$ cat src/rtl/param_rr_arbiter_if.sv
// Requester-side handshake bundle for param_rr_arbiter.
// The lock vector exists only when PARAM_ARB_LOCK_EN is defined.
interface param_rr_arbiter_if #(
  parameter int unsigned N = 4,
  parameter int unsigned W = 8
);
  localparam int unsigned IDW = (N > 2) ? $clog2(N) : 1;

  logic [N-1:0]   req;
  logic [N*W-1:0] data_in;
  logic [N-1:0]   last;
  logic [N-1:0]   gnt;
  logic [IDW-1:0] grant_id;
  logic           out_valid;
  logic [W-1:0]   out_data;
  logic           out_ready;
  logic           busy;
`ifdef PARAM_ARB_LOCK_EN
  logic [N-1:0]   lock;

  modport master (output req, data_in, last, out_ready, lock,
                  input  gnt, grant_id, out_valid, out_data, busy);
  modport slave  (input  req, data_in, last, out_ready, lock,
                  output gnt, grant_id, out_valid, out_data, busy);
`else
  modport master (output req, data_in, last, out_ready,
                  input  gnt, grant_id, out_valid, out_data, busy);
  modport slave  (input  req, data_in, last, out_ready,
                  output gnt, grant_id, out_valid, out_data, busy);
`endif
endinterface

$ cat src/rtl/param_rr_arbiter.sv
// Round-robin arbiter sharing one W-bit valid/ready datapath among N requesters.
// Define PARAM_ARB_LOCK_EN to add per-requester lock that suppresses the beat budget.
module param_rr_arbiter #(
  parameter int unsigned N        = 4,
  parameter int unsigned W        = 8,
  parameter int unsigned MAX_HOLD = 15
) (
  input  logic                clk,
  input  logic                rst,
  param_rr_arbiter_if.slave   bus
);
  localparam int unsigned IDW = (N > 2) ? $clog2(N) : 1;
  localparam int unsigned CW  = 8;

  typedef enum logic {S_IDLE = 1'b0, S_OWN = 1'b1} state_e;

  state_e         state_q, state_d;
  logic [N-1:0]   gnt_q, gnt_d;
  logic [IDW-1:0] grant_id_q, grant_id_d;
  logic [IDW-1:0] last_winner_q, last_winner_d;
  logic [CW-1:0]  beat_cnt_q, beat_cnt_d;

  logic [IDW-1:0] pick;
  logic           pick_vld;
  logic           own_req;
  logic           own_last;
  logic [W-1:0]   own_data;
  logic           accept;
  logic           budget_hit;
`ifdef PARAM_ARB_LOCK_EN
  logic           own_lock;
`endif

  // Rotating priority search starting just after the previous winner
  always_comb begin
    int unsigned idx;
    idx      = 0;
    pick_vld = 1'b0;
    pick     = '0;
    for (int unsigned k = 1; k <= N; k++) begin
      idx = (32'(last_winner_q) + k) % N;
      if (!pick_vld && bus.req[IDW'(idx)]) begin
        pick_vld = 1'b1;
        pick     = IDW'(idx);
      end
    end
  end

  // Owner's request-side signals selected by the registered grant index
  always_comb begin
    own_req  = 1'b0;
    own_last = 1'b0;
    own_data = '0;
`ifdef PARAM_ARB_LOCK_EN
    own_lock = 1'b0;
`endif
    for (int unsigned i = 0; i < N; i++) begin
      if (grant_id_q == IDW'(i)) begin
        own_req  = bus.req[i];
        own_last = bus.last[i];
        own_data = bus.data_in[i*W +: W];
`ifdef PARAM_ARB_LOCK_EN
        own_lock = bus.lock[i];
`endif
      end
    end
  end

  assign bus.busy      = (state_q == S_OWN);
  assign bus.gnt       = gnt_q;
  assign bus.grant_id  = grant_id_q;
  assign bus.out_valid = (state_q == S_OWN) & own_req;
  assign bus.out_data  = (state_q == S_OWN) ? own_data : '0;

  assign accept = bus.out_valid & bus.out_ready;

`ifdef PARAM_ARB_LOCK_EN
  assign budget_hit = !own_lock && (({1'b0, beat_cnt_q} + 9'd1) == 9'(MAX_HOLD));
`else
  assign budget_hit = (({1'b0, beat_cnt_q} + 9'd1) == 9'(MAX_HOLD));
`endif

  // Next-state: grant on any request, release on last / budget / request drop
  always_comb begin
    state_d       = state_q;
    gnt_d         = gnt_q;
    grant_id_d    = grant_id_q;
    last_winner_d = last_winner_q;
    beat_cnt_d    = beat_cnt_q;
    case (state_q)
      S_IDLE: begin
        if (pick_vld) begin
          state_d    = S_OWN;
          gnt_d      = N'(1) << pick;
          grant_id_d = pick;
          beat_cnt_d = '0;
        end
      end
      S_OWN: begin
        if (accept && (beat_cnt_q != 8'hFF)) begin
          beat_cnt_d = beat_cnt_q + 8'd1;
        end
        if (!own_req || (accept && (own_last || budget_hit))) begin
          state_d       = S_IDLE;
          gnt_d         = '0;
          last_winner_d = grant_id_q;
        end
      end
    endcase
  end

  always_ff @(posedge clk or posedge rst) begin
    if (rst) begin
      state_q       <= S_IDLE;
      gnt_q         <= '0;
      grant_id_q    <= '0;
      last_winner_q <= IDW'(N - 1);
      beat_cnt_q    <= '0;
    end else begin
      state_q       <= state_d;
      gnt_q         <= gnt_d;
      grant_id_q    <= grant_id_d;
      last_winner_q <= last_winner_d;
      beat_cnt_q    <= beat_cnt_d;
    end
  end
endmodule
$ cat src/flat_wrapper.sv
// flat-port wrapper written by rule: the top's interface ports become plain ports
module param_rr_arbiter_flat 
#(
  parameter int unsigned N        = 4,
  parameter int unsigned W        = 8,
  parameter int unsigned MAX_HOLD = 15
)
  (clk, rst, bus_req, bus_data_in, bus_last, bus_out_ready, bus_gnt, bus_grant_id, bus_out_valid, bus_out_data, bus_busy);
  param_rr_arbiter_if #(.N(N), .W(W)) bus_i ();
  input  logic clk;
  input  logic rst;
  input wire logic [$bits(bus_i.req)-1:0] bus_req;
  input wire logic [$bits(bus_i.data_in)-1:0] bus_data_in;
  input wire logic [$bits(bus_i.last)-1:0] bus_last;
  input wire logic [$bits(bus_i.out_ready)-1:0] bus_out_ready;
  output wire logic [$bits(bus_i.gnt)-1:0] bus_gnt;
  output wire logic [$bits(bus_i.grant_id)-1:0] bus_grant_id;
  output wire logic [$bits(bus_i.out_valid)-1:0] bus_out_valid;
  output wire logic [$bits(bus_i.out_data)-1:0] bus_out_data;
  output wire logic [$bits(bus_i.busy)-1:0] bus_busy;
  assign bus_i.req = bus_req;
  assign bus_i.data_in = bus_data_in;
  assign bus_i.last = bus_last;
  assign bus_i.out_ready = bus_out_ready;
  assign bus_gnt = bus_i.gnt;
  assign bus_grant_id = bus_i.grant_id;
  assign bus_out_valid = bus_i.out_valid;
  assign bus_out_data = bus_i.out_data;
  assign bus_busy = bus_i.busy;
  param_rr_arbiter #(.N(N), .W(W), .MAX_HOLD(MAX_HOLD)) u_core (.clk(clk), .rst(rst), .bus(bus_i));
endmodule
$ cat config.mk
export PLATFORM = sky130hd
export DESIGN_NAME = param_rr_arbiter_flat
export DESIGN_NICKNAME = d
export VERILOG_FILES = /design/src/rtl/param_rr_arbiter_if.sv /design/src/rtl/param_rr_arbiter.sv /design/src/flat_wrapper.sv
export SDC_FILE = /design/constraint.sdc
export NUM_CORES = 1
export LEC_CHECK = 0
export ABC_AREA = 1
export BUFFER_PORTS_ARGS = -buffer_cell sky130_fd_sc_hd__clkbuf_2
export CAP_MARGIN = 20
export CELL_PAD_IN_SITES_DETAIL_PLACEMENT = 0
export CELL_PAD_IN_SITES_GLOBAL_PLACEMENT = 1
export CORE_MARGIN = 2
export CORE_UTILIZATION = 34
export CTS_CLUSTER_SIZE = 16
export DETAILED_ROUTE_END_ITERATION = 8
export PLACE_DENSITY_LB_ADDON = 0.12
export SYNTH_ARGS = -nofsm -noshare
export SYNTH_HDL_FRONTEND = slang
export SYNTH_SLANG_ARGS = --single-unit
$ cat constraint.sdc
create_clock -name clk -period 4.8 [get_ports clk]
set_input_delay 0.24 -clock clk [delete_from_list [all_inputs] [get_ports clk]]
set_output_delay 0.24 -clock clk [all_outputs]
set_load 0.02 [all_outputs]
-- Yosys cells after proc, flatten, opt, wreduce, memory -nomap -nowiden
Cells that the tools add are included.
- output and inout port bits: 16
- register bits: 17
- input port bits: 43
- word-level logic and storage cells: 81
- add/sub/neg operators: 6
- bitwise logic cells: 3
- reductions and logical operators: 16
- shift-type cells: 1
- order comparisons: 4
- mux-type cells: 38
- equal/unequal tests: 8
- operator list (cell ; count):
    two-way mux 8 bit ; 7
    two-way mux 1 bit ; 18
    one-hot mux 8 bit (2 select lines) ; 1
    less-than comparator 2 x 3 -> 1 bit, second input constant ; 4
    adder 8 x 1 -> 9 bit, second input constant ; 1
    equality test 9 x 4 -> 1 bit, second input constant ; 1
    adder 8 x 1 -> 8 bit, second input constant ; 1
    binary-select mux 1 bit (select 2 bit) ; 4
    two-way mux 2 bit ; 4
    two-way mux 4 bit ; 2
    inequality test 8 bit, second input constant ; 1
    one-hot mux 4 bit (2 select lines) ; 1
    AND reduction 2 bit ; 4
    logical AND 1 bit ; 5
    adder 2 x 1 -> 2 bit, second input constant ; 2
    adder 2 bit, second input constant ; 2
    equality test 2 bit, second input constant ; 2
    zero test 1 bit ; 4
    inequality test 2 bit, second input constant ; 2
    << shifter 1 x 2 -> 4 bit, first input constant ; 1
    bitwise AND 1 bit ; 2
    equality test 2 x 1 -> 1 bit, second input constant ; 1
    zero test 2 bit ; 1
    logical OR 1 bit ; 2
    other kinds (3) ; 3

-- Longest topological paths before layout
- depth in word-level cells: 16
- gate-level depth with buffers: 14
- depth with buffers taken out: 14

-- Worst setup path after synthesis
No wires, ideal clock.
- kind: reg-to-output
- start: reg u_core.grant_id_q[0] (netlist: u_core.bus.grant_id[0])
- end: out bus_out_data[3]
- slack: 3012 ps
- data arrival time: 1548 ps
- buffers on the path: 1
- required time: 4560 ps
- cell stages (with the launch flop): 8
- cells stage by stage: dfrtp_1 > buf_4 > inv_1 > nor2_1 > nand2_1 > nand2_1 > o21ai_0 > a21oi_1
- cells in the longest elaborated chain, start to end: 6
- elaborated cells between the ends (all ways): 9
- classes of those cells: eq/ne (3); mux (5); reduce/logical (1)
- RTL lines (element ; line ; RTL):
    from (decl) ; param_rr_arbiter.sv:19 ; logic [IDW-1:0] grant_id_q, grant_id_d;
    from (signal assigned) ; param_rr_arbiter.sv:122 ; grant_id_q <= grant_id_d;
    zero test 2 bit ; param_rr_arbiter.sv:58 ; if (grant_id_q == IDW'(i)) begin
    two-way mux 8 bit (3 in series) ; param_rr_arbiter.sv:58 ;
    two-way mux 8 bit * ; param_rr_arbiter.sv:58 ;
    two-way mux 8 bit * ; param_rr_arbiter.sv:73 ; assign bus.out_data = (state_q == S_OWN) ? own_data : '0;
    to (decl) ; flat_wrapper.sv:19 ; output wire logic [$bits(bus_i.out_data)-1:0] bus_out_data;
Mark *: on every way between the ends. The rest lies on a longest branch, timed or not.

-- Final worst setup path
- start: reg u_core.grant_id_q[0] (netlist: u_core.bus.grant_id[0])
- end: out bus_out_data[5]
Same word-level chain as after synthesis.

==> results.json <==
{
  "status": "finished, final reports clean",
  "area_delta_synth_final_pct": 25.2,
  "overflow": 0,
  "antenna_cells": 0,
  "critical-path-max-stage-delay_ns": 0.50,
  "synth_seq_area_share_pct": 30.5,
  "postCtsHoldBufs": 0,
  "tightest_slew_ns": 0.627,
  "finalClockSkew_ns": 0.00225,
  "syn_area_per_cell_um2": 6.33,
  "final-hold-violation-count": 0,
  "grtUsageTotal_pct": 18.4,
  "grt_max_degree": 18,
  "layout_worst_path_cycle_share_pct": 47.3,
  "detail_route.wl_per_cell_um": 12.2,
  "clk_pin_slew_ns": 0.06,
  "dpl.hpwl_mm": 3.26,
  "reg2reg_depth": 8,
  "synthTopCellsByArea": "dfrtp_1 27%, nand2_1 18%, o21ai_0 8.9%",
  "first_iter_violations": 96,
  "crit_type": "register to output pin",
  "grt_pass1_vias": 1551,
  "path_cells": "inv_1 -> nor2_1 -> nand2_1 -> nand2_1 -> o21ai_0 -> a21oi_1 -> clkbuf_2",
  "slew_violations": 0,
  "drt_pass1_iterations": 4,
  "fillCellCount": 451,
  "synthesis.area_mm2": 0.00141,
  "power_density_mw_per_mm2": 608,
  "grt_pass1_wl_mm": 6.65,
  "synth_nets": 267,
  "die_y_um": 68.3,
  "cp-start-kind": "register",
  "antenna_found_initial": 0,
  "cp.depth": 7,
  "synth.most_common_cell": "nand2_1",
  "drc": 0,
  "min_period_ns": 2.27,
  "cts_root_buf": "clkbuf_8",
  "die-area_mm2": 0.00466,
  "setup_violations": 0,
  "ys_seq_elements": 17,
  "worst_path_most_repeated_cell": "nand2_1",
  "row_count": 23,
  "synthFlopType": "dfrtp_1",
  "vias": 1593,
  "rsz0062_at_grt": "no",
  "max_freq_mhz": 440,
  "cts-htree-levels": 1,
  "yosysWarnings": 0,
  "worst-path-max-fanout": 10,
  "synth-edff-count": 0,
  "initial_core_util_pct": 35.1,
  "vias_per_cell": 4.86,
  "irDropWorstVdd_v": 0.000304,
  "cts_tree": "yes",
  "cts_setup_buffers": 0,
  "hold_path.class": "input pin to async pin",
  "portBuffers": 58,
  "insertion_delay_ns": 0.24,
  "nNetsFinal": 324,
  "cp.buffers_inverters": 2,
  "crit_family": "simple AND/OR/NAND/NOR gates",
  "synth_top_area_share_pct": 26.7,
  "fp.coreArea_mm2": 0.00400,
  "synth_common_cells": "66 x nand2_1, 30 x inv_1, 25 x o21ai_0, 20 x nand3_1, 15 x dfrtp_1",
  "fin_setup_tns_ns": 0,
  "place_congestion": 0.767,
  "clk_path_buf_depth": 2,
  "syn_inst": 222,
  "clock_sinks": 17,
  "drv_cap": 0,
  "crit_slowest_cell": "dfrtp_1",
  "cts_made_buffers": 3,
  "die_width_um": 68.3,
  "drive_above_1_share_pct": 25.9,
  "fin_util_pct": 44.0,
  "setup.worst_path.end_class": "output pin",
  "synth_cell_type_count": 28,
  "async_flop_share_pct": 100,
  "drt-total-wl_mm": 4.01,
  "critical_path_arrival_ns": 2.03,
  "io_pins": 59,
  "synth_top_cell_by_area": "dfrtp_1",
  "critPathRequiredTime_ns": 4.56,
  "ant_nets": 0,
  "cts_resized": 0,
  "power.leakage_nw": 0.942,
  "slew_headroom_pct": 58.1
}
==> worst reg2reg max path: stages (launching register included) <==
cell	delay, ns
dfrtp_1	0.62
nand2_1	0.35
o21ai_1	0.25
nand2_1	0.10
nor2_2	0.22
nand2_1	0.09
nand2_1	0.07
nand2_1	0.16
o21ai_0	0.23
==> worst paths after layout <==
kind,from,end,slack (ns)
hold reg to reg,u_core.bus.gnt[2]$_DFFE_PP0P_,u_core.bus.gnt[2]$_DFFE_PP0P_,0.50
setup reg to reg,u_core.bus.grant_id[1]$_DFFE_PP0P_,u_core.last_winner_q[0]$_DFFE_PP1P_,2.63
max in group asynchronous,rst,u_core.bus.grant_id[0]$_DFFE_PP0P_,4.35
hold / removal,rst,u_core.beat_cnt_q[1]$_DFFE_PP0P_,0.05
min in group clk,bus_out_ready,u_core.beat_cnt_q[6]$_DFFE_PP0P_,0.36
setup / recovery,u_core.bus.grant_id[0]$_DFFE_PP0P_,bus_out_data[5],2.53
==> cells by family after synthesis <==
group | after synthesis | share of synthesized area [%]
AND/OR/NAND/NOR | 112 | 34.7
AO/OA/AOI/OAI | 51 | 19.4
buffers and inverters | 36 | 11.1
flip-flops | 17 | 30.5
XOR/XNOR | 4 | 2.49
adder cells (fa/ha/maj) | 2 | 1.78
==> sequential cells by signal, indices dropped and copies added, names as in the netlist <==
register	cells
u_core.beat_cnt_q	8
u_core.bus.busy	1
u_core.bus.gnt	4
u_core.bus.grant_id	2
u_core.last_winner_q	2
==> layer usage <==
layer | routed length, um | vias up | global-route usage (%)
met5 | 0 | - | 0
met4 | 19 | 0 | 4.50
met3 | 300 | 2 | 1.64
met2 | 1780 | 57 | 31.9
met1 | 1920 | 701 | 24.6
li1 | - | 833 | -
==> cell type report <==
| type | instances | area (um^2) | share of cell area (%) |
|---|---|---|---|
| Timing Repair Buffer | 58 | 290 | 16.5 |
| Inverter | 30 | 113 | 6.40 |
| Multi-Input combinational cell | 169 | 821 | 46.7 |
| Sequential cell | 17 | 428 | 24.3 |
| Tap cell | 50 | 62.6 | 3.56 |
| Clock buffer | 4 | 45.0 | 2.56 |
==> cells in the final DEF, fill, tap and decap left out, types with 3 or more instances in the layout <==
master    synthesis  routed
o21ai_1          12      12
clkbuf_2          0      58
o211ai_1          4       4
dfrtp_1          15      15
nand2_1          66      66
a21oi_1           6       6
inv_1            30      30
o21ai_0          25      25
xor2_1            3       3
nand2_2           3       3
clkbuf_8          0       3
nand3_1          20      20
nor2_1           13      13
==> per-stage QoR <==
stage          setup WS, ns  power [mW]  cells  cell area, um^2  hold WS (ns)
2_1_floorplan          3.01       0.807    222             1410         0.165
3_3_place_gp           2.65       0.974    324             1710         0.340
3_5_place_dp           2.66       0.973    324             1710         0.345
4_1_cts                2.53        1.08    328             1760        0.0747
5_1_grt                2.27        1.20    328             1760         0.127
6_report               2.53        1.07    328             1760        0.0459
==> where the power goes <==
group	leakage, nW	total (mW)	internal (mW)	switching (mW)
registers	0.220	0.269	0.191	0.0784
clock network	0.0228	0.103	0.0587	0.0446
logic	0.699	0.696	0.234	0.463
Power figures use the tool's default switching activity.
